==> src/rtl/approx_mul_pkg.sv <==
// Shared definitions for the pipelined 4-quadrant approximate multiplier.
// Quadrant indices (also the bit positions in the per-transaction mode
// vector), pipeline latency and the truncation-mask helper.
package approx_mul_pkg;

  localparam int QLL = 0;  // al * bl
  localparam int QLH = 1;  // al * bh
  localparam int QHL = 2;  // ah * bl
  localparam int QHH = 3;  // ah * bh

  localparam int APPROX_MUL_LAT = 3;

  // Keep mask: ones in bits [width-1:trunc], zeros in the truncated LSBs.
  // trunc >= width yields an all-zero mask, clearing the whole product.
  // Results wider than 64 bits are not supported (WIDTH <= 64).
  function automatic logic [63:0] trunc_mask(input int trunc, input int width);
    logic [63:0] m;
    m = '0;
    for (int i = 0; i < 64; i++) begin
      if ((i >= trunc) && (i < width)) m[i] = 1'b1;
    end
    return m;
  endfunction

endpackage

==> src/rtl/approx_mul_pipe_if.sv <==
// Operand/product handshake bundle for approx_mul_pipe.
// master = producer/consumer side, slave = the multiplier.
interface approx_mul_pipe_if #(
  parameter int WIDTH = 8
);
  logic               in_valid;
  logic               in_ready;
  logic [WIDTH-1:0]   a;
  logic [WIDTH-1:0]   b;
  logic [3:0]         mode;
  logic               out_valid;
  logic               out_ready;
  logic [2*WIDTH-1:0] prod;

  modport master (
    output in_valid, a, b, mode, out_ready,
    input  in_ready, out_valid, prod
  );

  modport slave (
    input  in_valid, a, b, mode, out_ready,
    output in_ready, out_valid, prod
  );
endinterface

==> src/rtl/approx_quad_mul.sv <==
// One H x H unsigned quadrant multiplier. When approx_en is set the TRUNC
// least-significant bits of the product are cleared. Purely combinational.
module approx_quad_mul
  import approx_mul_pkg::*;
#(
  parameter int H     = 4,
  parameter int TRUNC = 2
) (
  input  logic [H-1:0]   x,
  input  logic [H-1:0]   y,
  input  logic           approx_en,
  output logic [2*H-1:0] q
);

  localparam int QW = 2 * H;
  localparam logic [63:0]   MASK64 = trunc_mask(TRUNC, QW);
  localparam logic [QW-1:0] MASK   = MASK64[QW-1:0];

  logic [QW-1:0] full;

  // Exact product, then optional LSB truncation.
  always_comb begin
    full = QW'(x) * QW'(y);
    q    = approx_en ? (full & MASK) : full;
  end

endmodule

==> src/rtl/approx_mul_pipe.sv <==
// 3-stage pipelined 4-quadrant approximate multiplier with valid/ready on
// both sides. S1 registers operands+mode, S2 registers the four quadrant
// products, S3 registers the shift-add recombined product.
// Optional error statistics: define APPROX_MUL_ERR_STAT_EN to add the
// stat_clr / err_cnt / err_max ports and the exact-product side path.
module approx_mul_pipe
  import approx_mul_pkg::*;
#(
  parameter int WIDTH = 8,  // even, >= 4
  parameter int TRUNC = 2   // 0 .. WIDTH-1
) (
  input  logic clk,
  input  logic rst_n,
  approx_mul_pipe_if.slave bus
`ifdef APPROX_MUL_ERR_STAT_EN
  ,
  input  logic               stat_clr,
  output logic [15:0]        err_cnt,
  output logic [2*WIDTH-1:0] err_max
`endif
);

  localparam int H  = WIDTH / 2;
  localparam int QW = 2 * H;
  localparam int PW = 2 * WIDTH;

  // Whole pipe moves together; it only stalls when the output is held.
  logic advance;

  // S1 state
  logic             vld_p1_q, vld_p1_d;
  logic [WIDTH-1:0] a_p1_q, a_p1_d;
  logic [WIDTH-1:0] b_p1_q, b_p1_d;
  logic [3:0]       mode_p1_q, mode_p1_d;

  // S2 state
  logic                vld_p2_q, vld_p2_d;
  logic [3:0][QW-1:0]  q_p2_q, q_p2_d;

  // S3 state
  logic          vld_p3_q, vld_p3_d;
  logic [PW-1:0] prod_p3_q, prod_p3_d;

  // Quadrant operands and products between S1 and S2
  logic [3:0][H-1:0]  qx;
  logic [3:0][H-1:0]  qy;
  logic [3:0][QW-1:0] q_comb;
  logic [PW-1:0]      prod_sum;

  assign advance       = !vld_p3_q || bus.out_ready;
  assign bus.in_ready  = advance;
  assign bus.out_valid = vld_p3_q;
  assign bus.prod      = prod_p3_q;

  // ---- S1 -> S2: split operands into half-width quadrant factors ----
  always_comb begin
    qx[QLL] = a_p1_q[H-1:0];     qy[QLL] = b_p1_q[H-1:0];
    qx[QLH] = a_p1_q[H-1:0];     qy[QLH] = b_p1_q[WIDTH-1:H];
    qx[QHL] = a_p1_q[WIDTH-1:H]; qy[QHL] = b_p1_q[H-1:0];
    qx[QHH] = a_p1_q[WIDTH-1:H]; qy[QHH] = b_p1_q[WIDTH-1:H];
  end

  for (genvar gi = 0; gi < 4; gi++) begin : g_quad
    approx_quad_mul #(
      .H     (H),
      .TRUNC (TRUNC)
    ) u_quad (
      .x         (qx[gi]),
      .y         (qy[gi]),
      .approx_en (mode_p1_q[gi]),
      .q         (q_comb[gi])
    );
  end

  // ---- S2 -> S3: shift-add recombination at full product width ----
  always_comb begin
    prod_sum = (PW'(q_p2_q[QHH]) << WIDTH)
             + ((PW'(q_p2_q[QHL]) + PW'(q_p2_q[QLH])) << H)
             + PW'(q_p2_q[QLL]);
  end

  // Next-state for all stages; data only loads behind a valid bit.
  always_comb begin
    vld_p1_d  = vld_p1_q;
    a_p1_d    = a_p1_q;
    b_p1_d    = b_p1_q;
    mode_p1_d = mode_p1_q;
    vld_p2_d  = vld_p2_q;
    q_p2_d    = q_p2_q;
    vld_p3_d  = vld_p3_q;
    prod_p3_d = prod_p3_q;
    if (advance) begin
      vld_p1_d = bus.in_valid;
      vld_p2_d = vld_p1_q;
      vld_p3_d = vld_p2_q;
      if (bus.in_valid) begin
        a_p1_d    = bus.a;
        b_p1_d    = bus.b;
        mode_p1_d = bus.mode;
      end
      if (vld_p1_q) q_p2_d    = q_comb;
      if (vld_p2_q) prod_p3_d = prod_sum;
    end
  end

  // Pipeline registers; reset discards everything in flight.
  always_ff @(posedge clk or negedge rst_n) begin
    if (!rst_n) begin
      vld_p1_q  <= 1'b0;
      a_p1_q    <= '0;
      b_p1_q    <= '0;
      mode_p1_q <= '0;
      vld_p2_q  <= 1'b0;
      q_p2_q    <= '0;
      vld_p3_q  <= 1'b0;
      prod_p3_q <= '0;
    end else begin
      vld_p1_q  <= vld_p1_d;
      a_p1_q    <= a_p1_d;
      b_p1_q    <= b_p1_d;
      mode_p1_q <= mode_p1_d;
      vld_p2_q  <= vld_p2_d;
      q_p2_q    <= q_p2_d;
      vld_p3_q  <= vld_p3_d;
      prod_p3_q <= prod_p3_d;
    end
  end

`ifdef APPROX_MUL_ERR_STAT_EN
  // Exact product rides alongside the approximate path through S2 and S3.
  logic [PW-1:0] exact_p2_q, exact_p2_d;
  logic [PW-1:0] exact_p3_q, exact_p3_d;
  logic [15:0]   err_cnt_q, err_cnt_d;
  logic [PW-1:0] err_max_q, err_max_d;
  logic          out_xfer;
  logic [PW-1:0] err_diff;

  assign err_cnt = err_cnt_q;
  assign err_max = err_max_q;

  // Exact side path and error statistics; clear beats an update.
  always_comb begin
    exact_p2_d = exact_p2_q;
    exact_p3_d = exact_p3_q;
    err_cnt_d  = err_cnt_q;
    err_max_d  = err_max_q;
    out_xfer   = vld_p3_q && bus.out_ready;
    err_diff   = exact_p3_q - prod_p3_q;
    if (advance) begin
      if (vld_p1_q) exact_p2_d = PW'(a_p1_q) * PW'(b_p1_q);
      if (vld_p2_q) exact_p3_d = exact_p2_q;
    end
    if (stat_clr) begin
      err_cnt_d = '0;
      err_max_d = '0;
    end else if (out_xfer) begin
      if ((err_diff != '0) && (err_cnt_q != 16'hFFFF)) err_cnt_d = err_cnt_q + 16'd1;
      if (err_diff > err_max_q) err_max_d = err_diff;
    end
  end

  // Statistics registers.
  always_ff @(posedge clk or negedge rst_n) begin
    if (!rst_n) begin
      exact_p2_q <= '0;
      exact_p3_q <= '0;
      err_cnt_q  <= '0;
      err_max_q  <= '0;
    end else begin
      exact_p2_q <= exact_p2_d;
      exact_p3_q <= exact_p3_d;
      err_cnt_q  <= err_cnt_d;
      err_max_q  <= err_max_d;
    end
  end
`endif

endmodule

==> src/flat_wrapper.sv <==
// flat-port wrapper written by rule: the top's interface ports become plain ports
module approx_mul_pipe_flat import approx_mul_pkg::*;
#(
  parameter int WIDTH = 8,               
  parameter int TRUNC = 2                  
)
  (clk, rst_n, bus_in_valid, bus_a, bus_b, bus_mode, bus_out_ready, bus_in_ready, bus_out_valid, bus_prod);
  approx_mul_pipe_if #(.WIDTH(WIDTH)) bus_i ();
  input  logic clk;
  input  logic rst_n;
  input wire logic [$bits(bus_i.in_valid)-1:0] bus_in_valid;
  input wire logic [$bits(bus_i.a)-1:0] bus_a;
  input wire logic [$bits(bus_i.b)-1:0] bus_b;
  input wire logic [$bits(bus_i.mode)-1:0] bus_mode;
  input wire logic [$bits(bus_i.out_ready)-1:0] bus_out_ready;
  output wire logic [$bits(bus_i.in_ready)-1:0] bus_in_ready;
  output wire logic [$bits(bus_i.out_valid)-1:0] bus_out_valid;
  output wire logic [$bits(bus_i.prod)-1:0] bus_prod;
  assign bus_i.in_valid = bus_in_valid;
  assign bus_i.a = bus_a;
  assign bus_i.b = bus_b;
  assign bus_i.mode = bus_mode;
  assign bus_i.out_ready = bus_out_ready;
  assign bus_in_ready = bus_i.in_ready;
  assign bus_out_valid = bus_i.out_valid;
  assign bus_prod = bus_i.prod;
  approx_mul_pipe #(.WIDTH(WIDTH), .TRUNC(TRUNC)) u_core (.clk(clk), .rst_n(rst_n), .bus(bus_i));
endmodule
==> config.mk <==
export PLATFORM = sky130hd
export DESIGN_NAME = approx_mul_pipe_flat
export DESIGN_NICKNAME = d
export VERILOG_FILES = /design/src/rtl/approx_mul_pkg.sv /design/src/rtl/approx_mul_pipe_if.sv /design/src/rtl/approx_quad_mul.sv /design/src/rtl/approx_mul_pipe.sv /design/src/flat_wrapper.sv
export SDC_FILE = /design/constraint.sdc
export NUM_CORES = 1
export LEC_CHECK = 0
export CORE_MARGIN = 4
export CORE_UTILIZATION = 50
export DETAILED_ROUTE_END_ITERATION = 10
export GPL_TIMING_DRIVEN = 0
export HOLD_SLACK_MARGIN = 0.15
export PLACE_DENSITY = 0.71
export SETUP_SLACK_MARGIN = 0.1
export SYNTH_ARGS = -nofsm -noshare
export SYNTH_HDL_FRONTEND = slang
export SYNTH_SLANG_ARGS = --single-unit
export TNS_END_PERCENT = 5
==> constraint.sdc <==
create_clock -name clk -period 5.4 [get_ports clk]
set_clock_uncertainty 0.1 [all_clocks]
set_input_delay 0.54 -clock clk [delete_from_list [all_inputs] [get_ports clk]]
set_output_delay 0.54 -clock clk [all_outputs]
set_load 0.02 [all_outputs]
==> flow_metrics.env <==
export IMPL_status="finished, final reports clean"
export IMPL_synth_adder_area_share_pct=23.4
export IMPL_fmaxAchievable_mhz=308
export IMPL_htreeDepth=3
export IMPL_clock_root_buffer="clkbuf_8"
export IMPL_peakVddDrop_mv=0.274
export IMPL_async_flop_share_pct=100
export IMPL_rows=36
export IMPL_worstReg2RegEnd="u_core.q_p2_q[15]"
export IMPL_power_total_mw=3.58
export IMPL_dieArea_sq_um=11700
export IMPL_io_buffer_count=41
export IMPL_cts_sinks=71
export IMPL_viasPerCell=5.27
export IMPL_syn_area_sq_um=5010
export IMPL_ys_ff_latch=71
export IMPL_cp_required_ns=5.52
export IMPL_dr_pass1_iters=4
export IMPL_synth_edf_count=0
export IMPL_fillers=873
export IMPL_ant_nets=0
export IMPL_antenna_cells=0
export IMPL_ys_types=34
export IMPL_rrSetupSlack_ns=2.15
export IMPL_worstPathArrival_ns=3.37
export IMPL_syn_nets=598
export IMPL_end_kind="flip-flop"
export IMPL_synth_compound_area_share_pct=11.4
export IMPL_dr_total_vias=3586
export IMPL_hold_viol_final=0
export IMPL_wl_per_cell_microns=14.8
export IMPL_path_class="reg2reg"
export IMPL_synth_flop_cell="dfrtp_1"
export IMPL_synth_xor_xnor_area_share_pct=5.07
export IMPL_fin_tns_setup_ns=0
export IMPL_grt_max_degree=72
export IMPL_cts_tree="built"
export IMPL_grt_pass1_wl_mm=17.6
export IMPL_final_common_cell="dfrtp_1"
export IMPL_crit_fanout=9
export IMPL_nets=650
export IMPL_finalMaxSlewViolations=0
export IMPL_drt_iter0_markers=61
export IMPL_clk_pin_slew_ns=0.08
export IMPL_rsz0062_at_grt="no"
export IMPL_setup_viol=0
export IMPL_synth_mux_area_share_pct=7.62
export IMPL_synth_top_family_by_area="adder cells"
export IMPL_syn_avg_cell_area_sq_um=10.2
export IMPL_synthSimpleGateAreaFrac_pct=13.9
export IMPL_gp_congestion=0.801
export IMPL_critPathLaunch="u_core.a_p1_q[0]"
export IMPL_antenna_found_initial=0
export IMPL_power_leakage_nw=2.86
export IMPL_yosys_warnings=0
export IMPL_reg2reg_from="u_core.a_p1_q[0]"
export IMPL_timing_final_crit_share_pct=60.2
export IMPL_seq_area_frac_synth_pct=35.5
export IMPL_power_density_nw_per_um2=616
export IMPL_maxSlewHeadroom_pct=41.2
export IMPL_syn_to_final_growth_pct=15.9
export IMPL_die_w_microns=108
export IMPL_gr_usage_all_layers_pct=19.1
export IMPL_ctsResizeCount=0
export IMPL_crit_path_start_kind="flip-flop"
export IMPL_synthCells=491
export IMPL_grt_overflow=0
export IMPL_worst_pin_slew_ns=0.883
export IMPL_coreArea_sq_um=9770
export IMPL_ios=42
export IMPL_cts_setup_buffers=0
export IMPL_postCtsHoldBufs=0
export IMPL_endpoint="u_core.q_p2_q[15]"
export IMPL_maxCapViolCount=0
export IMPL_numCtsBuffers=9
export IMPL_grt_pass1_vias=3714
export IMPL_drive_above_1_share_pct=11.1
export IMPL_initial_utilization_pct=51.2
export IMPL_drc=0
export IMPL_reg2reg_depth=10
export IMPL_drt_total_wl_mm=10.1
export IMPL_clkLatencyLatePin_ns=0.35
export IMPL_final_cell_mix="dfrtp_1 (71), ha_1 (65), nand2_1 (64)"
export IMPL_min_period_ns=3.25
export IMPL_clock_path_buffers=2
export IMPL_die_height_microns=108
export IMPL_dp_hpwl_mm=7.80
export IMPL_hold_class="in2async"
==> flip-flops by register name, indices dropped and copies added (netlist names) <==
register	cells
u_core.q_p2_q	32
u_core.bus.out_valid	1
u_core.vld_p1_q	1
u_core.a_p1_q	8
u_core.bus.prod	16
u_core.vld_p2_q	1
u_core.mode_p1_q	4
u_core.b_p1_q	8
==> critical path, stage by stage, from the launching register on <==
cell and delay (ns):
dfrtp_1 0.53, nand2_1 0.13, fa_1 0.54, inv_1 0.05, fa_1 0.53, ha_1 0.31
a21o_1 0.17, a31o_2 0.24, a21oi_1 0.16, xor2_1 0.24, o21ai_0 0.10
==> routing by layer <==
| metal | share of wire (%) | wire (microns) | vias up | track usage, % |
|---|---|---|---|---|
| li1 | - | - | 1797 | - |
| met1 | 47 | 4760 | 1725 | 25.2 |
| met2 | 48 | 4850 | 53 | 32.0 |
| met3 | 3.3 | 338 | 11 | 3.22 |
| met4 | 1.4 | 144 | 0 | 5.95 |
| met5 | 0 | 0 | - | 0 |
==> final cells by class <==
class | count | area [sq um] | area share, %
inverter | 27 | 101 | 1.75
buffer | 12 | 52.6 | 0.906
clock inverter | 6 | 92.6 | 1.60
tap | 133 | 166 | 2.87
multi-input combinational | 381 | 3080 | 53.0
clock buffer | 10 | 128 | 2.20
sequential | 71 | 1780 | 30.6
timing repair buffer | 41 | 408 | 7.03
==> through the flow <==
step	util (%)	instances	worst slack (ns)	instance area, sq um	hold WS (ns)
global route	59.4	681	1.92	5800	0.279
floorplan	-	491	2.51	5010	0.144
global placement	57.1	665	1.36	5580	0.360
finish	59.4	681	2.15	5800	0.213
detailed placement	57.1	665	2.16	5580	0.368
CTS	59.4	681	2.15	5800	0.234
==> kinds of logic (layout without fill, tap and decap cells) <==
family	after synthesis	after routing
and+or+nand+nor	141	141
AOI/OAI and AO/OA	94	94
adders and majority gates	83	83
DFF	71	71
buffers and inverters	39	96
muxes	34	34
xor gates and xnor gates	29	29
==> cell usage after synthesis, drive strengths merged (5+ instances only) <==
cell | count | area [sq um]
clkbuf | 6 | 22.5
o31ai | 5 | 37.5
ha | 65 | 813
nor3 | 5 | 25.0
dfrtp | 71 | 1780
nand2b | 5 | 31.3
nor2 | 6 | 22.5
nand2 | 64 | 240
buf | 6 | 30.0
xnor2 | 11 | 96.3
fa | 18 | 360
mux2 | 33 | 372
inv | 27 | 101
a21oi | 22 | 110
a21o | 14 | 105
o21ai | 36 | 180
xor2 | 18 | 158
and2 | 47 | 294
==> worst min-delay path by stage <==
stage                        from                 end  slack [ns]  depth (start not counted)
3_5_place_dp     u_core.q_p2_q[0]    u_core.q_p2_q[0]        0.37                          2
2_1_floorplan               rst_n    u_core.a_p1_q[0]        0.14                          0
4_1_cts                     rst_n     u_core.vld_p2_q        0.23                          1
3_3_place_gp   u_core.bus.prod[9]  u_core.bus.prod[9]        0.36                          2
5_1_grt                     rst_n  u_core.bus.prod[1]        0.28                          1
6_report                    rst_n  u_core.bus.prod[1]        0.21                          1
==> power breakdown <==
part	total [mW]	switching (mW)	internal, mW
sequential	0.934	0.190	0.744
combinational	2.16	1.16	0.999
clock	0.480	0.217	0.264
total	3.58	1.57	2.01
Power figures use the tool's default switching activity.
